[config.mk]
export PLATFORM = sky130hd
export DESIGN_NAME = vic_ctrl
export DESIGN_NICKNAME = d
export VERILOG_FILES = /design/src/rtl/vic_pkg.sv /design/src/rtl/vic_prio_enc.sv /design/src/rtl/vic_ctrl.sv
export SDC_FILE = /design/constraint.sdc
export NUM_CORES = 1
export LEC_CHECK = 0
export BUFFER_PORTS_ARGS = -buffer_cell sky130_fd_sc_hd__buf_4
export CAP_MARGIN = 10
export CORE_UTILIZATION = 48
export DETAILED_ROUTE_END_ITERATION = 16
export PLACE_DENSITY = 0.76
export SETUP_SLACK_MARGIN = 0.3
export SKIP_LAST_GASP = 1
export SLEW_MARGIN = 0
export SYNTH_ARGS = -nofsm -noshare
export SYNTH_HDL_FRONTEND = slang
export SYNTH_SLANG_ARGS = --single-unit
[constraint.sdc]
create_clock -name clk -period 1.9 [get_ports clk]
set_clock_uncertainty 0.2 [all_clocks]
set_input_delay 0.38 -clock clk [delete_from_list [all_inputs] [get_ports clk]]
set_output_delay 0.38 -clock clk [all_outputs]
set_load 0.02 [all_outputs]
[src/rtl/vic_pkg.sv]
`default_nettype none
// ============================================================================
//  Module   : vic_pkg
//  Brief    : Shared constants and state encoding for the vectored interrupt
//             controller (vic_ctrl / vic_prio_enc).
//  Revision : 1.0 - initial release
// ============================================================================
package vic_pkg;

  // Default build-time configuration
  localparam int         N_IRQ_DEF    = 4;
  localparam int         VEC_W_DEF    = 4;
  localparam logic [3:0] VEC_BASE_DEF = 4'hC;

  // Handshake state encoding (explicit 2-bit width)
  typedef enum logic [1:0] {
    ST_IDLE    = 2'd0,
    ST_REQ     = 2'd1,
    ST_SERVICE = 2'd2
  } vic_state_t;

endpackage
`default_nettype wire

[src/rtl/vic_prio_enc.sv]
`default_nettype none
// ============================================================================
//  Module   : vic_prio_enc
//  Brief    : Combinational fixed-priority encoder. Index 0 is the highest
//             priority; returns whether any bit is set and the lowest set index.
//  Revision : 1.0 - initial release
// ============================================================================
module vic_prio_enc #(
  parameter int N    = 4,
  parameter int ID_W = (N > 1) ? $clog2(N) : 1
) (
  input  logic [N-1:0]    cand,
  output logic            any,
  output logic [ID_W-1:0] id
);

  // Scan from the lowest-priority end so the lowest set index is written last
  always_comb begin
    any = 1'b0;
    id  = '0;
    for (int i = N - 1; i >= 0; i--) begin
      if (cand[i]) begin
        any = 1'b1;
        id  = ID_W'(i);
      end
    end
  end

endmodule
`default_nettype wire

[src/rtl/vic_ctrl.sv]
`default_nettype none
// ============================================================================
//  Module   : vic_ctrl
//  Brief    : Vectored interrupt controller. Latches rising edges on the
//             request lines, masks them, arbitrates by fixed priority and runs
//             the intr/inta/eoi handshake with the core, handing over a vector
//             of VEC_BASE + id. One interrupt in service at a time, no nesting.
//  Revision : 1.0 - initial release
// ============================================================================
module vic_ctrl
  import vic_pkg::*;
#(
  parameter int               N_IRQ    = N_IRQ_DEF,
  parameter int               VEC_W    = VEC_W_DEF,
  parameter logic [VEC_W-1:0] VEC_BASE = VEC_W'(VEC_BASE_DEF)
) (
  input  logic             clk,
  input  logic             rst,
  input  logic [N_IRQ-1:0] irq,
  input  logic             mask_we,
  input  logic [N_IRQ-1:0] mask_wdata,
  input  logic             ien,
  output logic             intr,
  input  logic             inta,
  output logic             vec_valid,
  output logic [VEC_W-1:0] vec,
  input  logic             eoi,
  output logic [N_IRQ-1:0] pending,
  output logic [N_IRQ-1:0] in_service
);

  localparam int ID_W = (N_IRQ > 1) ? $clog2(N_IRQ) : 1;

  vic_state_t       r_state;
  vic_state_t       w_state_nxt;
  logic [N_IRQ-1:0] r_irq_d;
  logic [N_IRQ-1:0] r_pending;
  logic [N_IRQ-1:0] r_mask;
  logic [N_IRQ-1:0] r_in_service;
  logic             r_intr;
  logic             r_vec_valid;
  logic [VEC_W-1:0] r_vec;

  logic [N_IRQ-1:0] w_cand;
  logic             w_any;
  logic [ID_W-1:0]  w_id;
  logic [N_IRQ-1:0] w_win_oh;
  logic [N_IRQ-1:0] w_edge;
  logic             w_ack;
  logic             w_eoi_ok;

  // The mask only gates arbitration; latching ignores it. A mask write lands
  // at the clock edge, so this cycle's arbitration still sees the old mask.
  assign w_cand   = r_pending & r_mask;
  assign w_win_oh = N_IRQ'(1) << w_id;
  assign w_edge   = irq & ~r_irq_d;

  vic_prio_enc #(
    .N    (N_IRQ),
    .ID_W (ID_W)
  ) u_prio_enc (
    .cand (w_cand),
    .any  (w_any),
    .id   (w_id)
  );

  // Next-state decode for the intr/inta/eoi handshake
  always_comb begin
    w_state_nxt = r_state;
    w_ack       = 1'b0;
    w_eoi_ok    = 1'b0;
    case (r_state)
      ST_IDLE: begin
        if (ien && w_any) begin
          w_state_nxt = ST_REQ;
        end
      end
      ST_REQ: begin
        // inta beats the ien/cand exit; an inta with no candidate left
        // (mask just cleared) has nothing to hand over and simply exits.
        if (inta && w_any) begin
          w_ack       = 1'b1;
          w_state_nxt = ST_SERVICE;
        end else if (!w_any || !ien) begin
          w_state_nxt = ST_IDLE;
        end
      end
      ST_SERVICE: begin
        if (eoi) begin
          w_eoi_ok    = 1'b1;
          w_state_nxt = ST_IDLE;
        end
      end
      default: begin
        w_state_nxt = ST_IDLE;
      end
    endcase
  end

  // State register plus registered handshake outputs
  always_ff @(posedge clk) begin
    if (rst) begin
      r_state     <= ST_IDLE;
      r_intr      <= 1'b0;
      r_vec_valid <= 1'b0;
      r_vec       <= '0;
    end else begin
      r_state     <= w_state_nxt;
      r_intr      <= (w_state_nxt == ST_REQ);
      r_vec_valid <= w_ack;
      if (w_ack) begin
        r_vec <= VEC_BASE + VEC_W'(w_id);
      end
    end
  end

  // Edge capture into pending; a new edge on the line being acknowledged wins
  // over the acknowledge clear. irq_d resets high so a held level is not an edge.
  always_ff @(posedge clk) begin
    if (rst) begin
      r_irq_d   <= '1;
      r_pending <= '0;
    end else begin
      r_irq_d   <= irq;
      r_pending <= (r_pending & ~(w_ack ? w_win_oh : '0)) | w_edge;
    end
  end

  // Programmable enable mask
  always_ff @(posedge clk) begin
    if (rst) begin
      r_mask <= '0;
    end else if (mask_we) begin
      r_mask <= mask_wdata;
    end
  end

  // One-hot in-service tracking between acknowledge and end-of-interrupt
  always_ff @(posedge clk) begin
    if (rst) begin
      r_in_service <= '0;
    end else if (w_ack) begin
      r_in_service <= w_win_oh;
    end else if (w_eoi_ok) begin
      r_in_service <= '0;
    end
  end

  assign intr       = r_intr;
  assign vec_valid  = r_vec_valid;
  assign vec        = r_vec;
  assign pending    = r_pending;
  assign in_service = r_in_service;

endmodule
`default_nettype wire

==> results.md, run 1 <==
* Status: finished, final reports clean
* H-tree depth at 1
* Worst Tran Pin Value at 0.330 ns
* Drt total wl at around 1.8 mm
* Period utilisation layout at 81.9%
* Synth Area in Compound Gates at 20.2%
* Vert. Die Dim at 45.0 um
* Post-DP HPWL at 1.21 mm
* Hold Crit Depth at 2
* R2R depth at 4
* CTS Hold Buffers Added at 0
* Crit path launch type: register
* Port buffer count at 27
* I/O pins at 28
* Flop2flop setup slack at between 0.3 and 0.4 ns
* Worst setup path start: r_mask[0]$_SDFFE_PP0P_
* Gr usage total at 19.7%
* GRT overflow at 0
* Sequential share of power at 61.8%
* XOR/XNOR share of the synthesized area at 0%
* Nets at 136
* Max Freq at 642 MHz
* Worst setup endpoint: in_service[2]$_SDFFE_PP0P_
* TNS Setup at 0 ns
* Vias per inst at 5.16
* Worst-path clk slew at 0.12 ns
* First-pass GRT wire length at 2.93 mm
* Sw Share at 24.0%
* R2R Path Start: r_mask[0]$_SDFFE_PP0P_
* Initial antenna violation count at 0
* RePlAce Congestion at 0.828
* Mux share of post-synthesis cell area at 4.51%
* Internal power at roughly 0.00063 W
* CTS buffer count at 3
* Synth Cell Area at ~890 sq um
* Filler instances at between 150 and 200
* Number of synthesized register bits at 23
* Multi-input gate area at 408 sq um
* Ys Warns at 0
* Worst Setup End Kind: register
* # clock sinks at 23
* R2R Path End: in_service[2]$_SDFFE_PP0P_
* Clock buffer depth at 2
* Vias in the first global route at 703
* Synth unique cells at 32
* Crit path max fanout at 4
* Logic pwr share at approximately 11%
* Storage cell area at 467 sq um
* Switch Pwr at 0.000198 W
* Yosys top cell by area: dfxtp_1
* Hold Vio Cnt, Final at 0
* Layout cells sized above 1 at 43.0%
* Adder-Cell Fraction of Synth Area at 0%
* Layout area overhead at 34.0%
* Max VDD drop at 0.570 mV
* Final ANT Viol Nets at 0
* Minimum clock period at 1.56 ns
* Hold/Removal Path Class: in -> reg
* Final setup fails at 0
* Die ar. at 2020 sq um
* Setup WS post-layout at 0.343 ns
* Post-Place Worst Slack at 0.232 ns
* Clk Tree Root Cell: clkbuf_4
* Slew Viols, Final at 0
* DR DRC count at 0
* Mapped Avg Cell Area at approximately 10 sq um
* RSZ-0062 raised after global routing: true
* Syn Nets at 103
* Main combinational cell family by area after synthesis: compound AO/OA/AOI/OAI gates
* Critical path arrival at 1.62 ns
* Initial Util at 51.4%
* Detailed Routing Iterations Pass 1 at 4
* Clock network power share at a little over a quarter
* Core area at about 1700 sq um
* Cell Pwr Density at roughly 700 nW/um^2
* Largest net degree at the start of global routing at 25
* Setup CP Type: reg -> reg
* TritonCTS clock tree: yes
* Core Rows at 15
* Top post-synthesis cells by area: dfxtp_1, nor2_1, mux2i_1
* DR vias at 753
* Simple-gate share of the synthesized area at between 10% and 20%
* Syn Inst Count at 89
* Starting DRT DRC Count at 12
* Worst slew margin at 77.4%
* Ant diodes at 0
* Max Cap Viol at 0
* Worst skew pair latency at 0.31 ns
* Data required time at the worst endpoint at 1.97 ns
* Post-synth top area share at 51.9%
* Sequential share of the synthesized area at between 50 and 60%
* Die span in x at about 45 um
* DR WL/cell at 12.3 um
* Lkg Pwr at 0.524 nW
registers in the layout (all words and copies together) (netlist names):
name	cells
vec_valid	1
vec	3
intr	1
pending	4
r_mask	4
r_state	2
in_service	4
r_irq_d	4
kinds of logic (layout without fill, tap and decap cells):
kind of cell           after synthesis  count (layout)
muxes                                4               4
and+or+nand+nor                     34              34
buffers and inverters                7              39
DFF                                 23              23
AOI/OAI and AO/OA                   21              21
power groups by stage:
stage	clock, W	sequential [W]	combinational [W]
6_report	0.000224	0.000509	0.0000903
3_3_place_gp	0	0.000519	0.0000754
2_1_floorplan	0	0.000523	0.0000357
5_1_grt	0.000248	0.000511	0.0000985
3_5_place_dp	0	0.000520	0.0000773
4_1_cts	0.000229	0.000509	0.0000896
layout by cell type (no fill, tap or decap), types with 2 or more instances in the layout:
cell type / instances
nand3_1: 2
or2_2: 4
a22o_4: 2
mux2i_1: 4
nand2b_1: 3
nand2_1: 5
a2111oi_0: 2
dfxtp_2: 5
nor2_1: 12
buf_4: 33
inv_1: 2
nor2b_1: 3
o2bb2ai_1: 2
dfxtp_1: 18
clkbuf_4: 3
a21oi_1: 6
routing by layer:
metal / vias to the layer above / wire [um] / track usage, %
met5: - / 0 / 0
met4: 0 / 10 / 5.45
met3: 2 / 82 / 6.40
met2: 17 / 902 / 33.9
met1: 364 / 795 / 23.4
li1: 370 / - / -
critical path, cell delays in order, from the launching register on:
cell and delay [ns]:
dfxtp_2 0.35, a22o_4 0.26, o21a_4 0.22, a311oi_4 0.28, a22o_1 0.19
area by class of cell:
type,instances,share of cell area (%)
inverter,2,0.632
clock inverter,1,0.421
sequential,23,39.3
tap,25,2.63
timing repair buffer,33,20.8
multi-input combinational,59,34.3
clock buffer,3,1.89
timing repair:
action,4_1_cts,5_1_grt
endpoints found under the setup margin,4,5
gates resized for setup,7,1
pin swaps,4,1
buffers inserted,6,0
per-stage QoR:
| stage | instance area (sq um) | hold slack, ns | power [W] | std cells | util (%) |
|---|---|---|---|---|---|
| after floorplan | 887 | 0.262 | 0.000559 | 89 | - |
| after global placement | 1090 | 0.242 | 0.000594 | 136 | 63.2 |
| after detailed placement | 1090 | 0.247 | 0.000597 | 136 | 63.2 |
| after CTS | 1190 | 0.0472 | 0.000827 | 146 | 68.8 |
| after global routing | 1190 | 0.0421 | 0.000858 | 146 | 68.8 |
| final | 1190 | 0.0509 | 0.000824 | 146 | 68.8 |
cell usage after synthesis:
| master | instances |
|---|---|
| inv_1 | 2 |
| buf_4 | 1 |
| and3_1 | 1 |
| dfxtp_1 | 23 |
| and2_1 | 1 |
| nand3_1 | 2 |
| o21a_4 | 1 |
| a2111oi_0 | 2 |
| o21ai_0 | 1 |
| nand2_1 | 5 |
| nor2b_1 | 3 |
| a22o_4 | 1 |
| buf_1 | 1 |
| a21o_2 | 1 |
| a211oi_1 | 1 |
| a22o_2 | 1 |
| nand2b_1 | 3 |
| and3b_1 | 1 |
| a311oi_1 | 1 |
| a311oi_2 | 1 |
| nor3_1 | 1 |
| buf_6 | 1 |
| a21bo_2 | 1 |
| o2bb2ai_1 | 2 |
| clkbuf_1 | 2 |
| o211ai_1 | 1 |
| nor2_1 | 12 |
| mux2i_1 | 4 |
| a21oi_1 | 6 |
| nand3b_1 | 1 |
| a22o_1 | 1 |
| or2_2 | 4 |
worst min-delay path by stage:
stage,from,endpoint,slack (ns)
2_1_floorplan,r_irq_d[2]$_SDFF_PP1_,pending[2]$_SDFF_PP0_,0.26
3_3_place_gp,vec[0]$_SDFFE_PP0P_,vec[0]$_SDFFE_PP0P_,0.24
3_5_place_dp,vec[0]$_SDFFE_PP0P_,vec[0]$_SDFFE_PP0P_,0.25
4_1_cts,irq[0],r_irq_d[0]$_SDFF_PP1_,0.05
5_1_grt,irq[1],r_irq_d[1]$_SDFF_PP1_,0.04
6_report,irq[0],r_irq_d[0]$_SDFF_PP1_,0.05
Power figures use the tool's default switching activity.
==> run 2: changes to the inputs <==
--- a/config.mk
+++ b/config.mk
@@ -5,11 +5,12 @@
 export SDC_FILE = /design/constraint.sdc
 export NUM_CORES = 1
 export LEC_CHECK = 0
+export ABC_AREA = 1
 export BUFFER_PORTS_ARGS = -buffer_cell sky130_fd_sc_hd__buf_4
 export CAP_MARGIN = 10
-export CORE_UTILIZATION = 48
+export CORE_UTILIZATION = 44
 export DETAILED_ROUTE_END_ITERATION = 16
-export PLACE_DENSITY = 0.76
+export PLACE_DENSITY = 0.73
 export SETUP_SLACK_MARGIN = 0.3
 export SKIP_LAST_GASP = 1
 export SLEW_MARGIN = 0
==> constraint.sdc (replaced) <==
create_clock -name clk -period 1.4 [get_ports clk]
set_clock_uncertainty 0.2 [all_clocks]
set_input_delay 0.28 -clock clk [delete_from_list [all_inputs] [get_ports clk]]
set_output_delay 0.28 -clock clk [all_outputs]
set_load 0.02 [all_outputs]
==> results.md, run 2 <==
* Status: finished with violations
* Failing checks: negative hold slack
* Minimum clock period at 1.34 ns
* CTS Hold Buffers Added at 5
* Initial Util at 46.9%
* Period utilisation layout at 95.9%
* Die ar. at ~2300 sq um
* Worst slew margin at 82.8%
* Final setup fails at 0
* Worst-path clk slew at roughly 0.13 ns
* Most numerous cell in the Yosys netlist: dfxtp_1
* Syn Inst Count at roughly 110
* Internal power at 0.000860 W
* RePlAce Congestion at roughly 0.76
* Setup CP Type: reg -> reg
* Synth unique cells at 19
* Worst skew pair latency at 0.31 ns
* Vias in the first global route at between 700 and 800
* Ant diodes at 0
* Worst path slowest cell: dfxtp_4
* Clk Tree Root Cell: clkbuf_4
* H-tree depth at 1
* Switch Pwr at 0.000291 W
* Hold slack at -0.0496 ns
* Yosys top cell by area: dfxtp_1
* Number of synthesized register bits at 23
* First-pass GRT wire length at 3.04 mm
* Lkg Pwr at 0.722 nW
* Post-DP HPWL at 1.27 mm
* Drt total wl at 2.10 mm
* Layout area overhead at 60.3%
* Initial antenna violation count at 0
* Most used DFF post-synth: dfxtp_1
* TritonCTS clock tree: yes
* Syn Nets at roughly 130
* Critical path arrival at 1.39 ns
* Max Freq at around 740 MHz
* Port buffer count at 27
* Synth cell count leaders: dfxtp_1, nor2_1, nand2_1
* DR WL/cell at around 11 um
* Sw Share at 25.3%
* Starting DRT DRC Count at 5
* Max VDD drop at 0.656 mV
* DR DRC count at 0
* Crit-path cells: nand2_4, nand2_4, nor2_4, nor2_4, buf_4, nor2_2, nor3_2
* Async set-reset flop share out of synthesis at 0%
* Core area at 1980 sq um
* Clock network power share at 27.0%
* Logic pwr share at 12.7%
* Crit path max fanout at 5
* Sequential share of power at 60.4%
* Sequential share of the synthesized area at 49.5%
* Hold/Removal Path Class: in -> reg
* RSZ-0062 raised after global routing: true
* Slew Viols, Final at 0
* Vias per inst at 4.63
* I/O pins at 28
* CTS buffer count at 3
* Worst Setup End Kind: register
* Setup WS post-layout at 0.0574 ns
* Clock buffer depth at 2
* TNS Setup at 0 ns
* Data required time at the worst endpoint at 1.45 ns
* Max incr delay on CP at 0.40 ns
* Layout cells sized above 1 at 64.3%
* Ys Warns at 0
* GRT overflow at 0
* Largest net degree at the start of global routing at 19
* Top post-synthesis cells by area: dfxtp_1, nor2_1, nand2_1
* Mapped Avg Cell Area at 8.30 sq um
* Synth Cell Area at 930 sq um
* Die span in x at 48.0 um
* Worst Tran Pin Value at between 0.2 and 0.3 ns
* CP top delay family: simple AND/OR/NAND/NOR gates
* Vert. Die Dim at 48.0 um
* Final ANT Viol Nets at 0
* Cell Pwr Density at 773 nW/um^2
* Most common cell after layout, fill and taps aside: buf_4
* CP bufs+invs at 1
* Max Cap Viol at 0
* Detailed Routing Iterations Pass 1 at 4
* # clock sinks at 23
* DR vias at 852
* Nets at 172
* Gr usage total at approximately 19%
* Post-synth top area share at a little under 50%
* Crit path launch type: register
* Post-Place Worst Slack at 0.0696 ns
* Hold Vio Cnt, Final at 3
* Most frequent cells in the layout: buf_4, buf_6, nor2_1, dfxtp_2, inv_1
* Core Rows at 16
* Post-synth EDFFs at 0
## run 2: cell count changes after synthesis, sizes merged, moves of 4 or more
cell   before  now
nand3       2    7
nor2       12   20
mux2i       4    0
nand2       5   23
a21oi       6   11
inv         2   13
o21ai       1    5
## run 2: power by group through the flow
stage          Clock [W]  Sequential (W)  Combinational [W]
6_report        0.000311        0.000695           0.000146
5_1_grt         0.000346        0.000699           0.000159
4_1_cts         0.000312        0.000695           0.000135
3_5_place_dp           0        0.000707           0.000111
3_3_place_gp           0        0.000706           0.000109
2_1_floorplan          0        0.000712          0.0000562
## run 2: repair_timing
| action | in CTS | in global routing |
|---|---|---|
| resized for setup | 36 | 8 |
| buffers inserted | 9 | 3 |
| endpoints found under the hold margin | 8 | 3 |
| pin swaps | 16 | 10 |
| endpoints found under the setup margin | 27 | 30 |
## run 2: path summary, 6_finish.rpt
check	slack (ns)	startpoint	endpoint	cells after the start
setup / recovery	0.06	pending[1]$_SDFF_PP0_	vec[1]$_SDFFE_PP0P_	7
hold / removal	-0.05	irq[2]	r_irq_d[2]$_SDFF_PP1_	2
setup reg to reg	0.06	pending[1]$_SDFF_PP0_	vec[1]$_SDFFE_PP0P_	7
hold reg to reg	0.28	in_service[0]$_SDFFE_PP0P_	in_service[0]$_SDFFE_PP0P_	2
## run 2: final cells by class
class / count / area [sq um]
flip-flops and latches: 23 / 494
fillers: 138 / 492
multi-input cells: 73 / 483
repair buffers: 44 / 403
inverters: 13 / 48.8
well taps: 27 / 33.8
clock buffers: 3 / 22.5
clock inverters: 1 / 5.00
## run 2: worst register-to-register path, stage by stage (launching register included)
cell and delay (ns):
dfxtp_4 0.40, nand2_4 0.07, nand2_4 0.10, nor2_4 0.06, nor2_4 0.20, buf_4 0.15, nor2_2 0.03, nor3_2 0.08
## run 2: logic make-up (layout without fill, tap and decap cells)
family | after synthesis | count (layout) | synth area share [%]
AOI/OAI and AO/OA | 16 | 16 | 11.8
buffers and inverters | 16 | 61 | 7.13
DFF | 23 | 23 | 49.5
and+or+nand+nor | 57 | 57 | 31.5
## run 2: per-layer routing
metal	share of wire [%]	GRT usage (%)
met3	3.5	3.40
met1	42	23.0
met4	1.7	8.33
met5	0	0
met2	53	34.3
## run 2: through the flow
stage	total power [W]	std cells	hold slack (ns)	area (sq um)	utilization (%)
final	0.00115	184	-0.0496	1490	75.2
after floorplan	0.000769	112	0.172	990	-
after global placement	0.000815	163	0.262	1210	61.0
after global routing	0.00120	184	-0.0509	1490	75.2
after CTS	0.00114	181	-0.0499	1440	72.7
after detailed placement	0.000818	163	0.265	1210	61.0
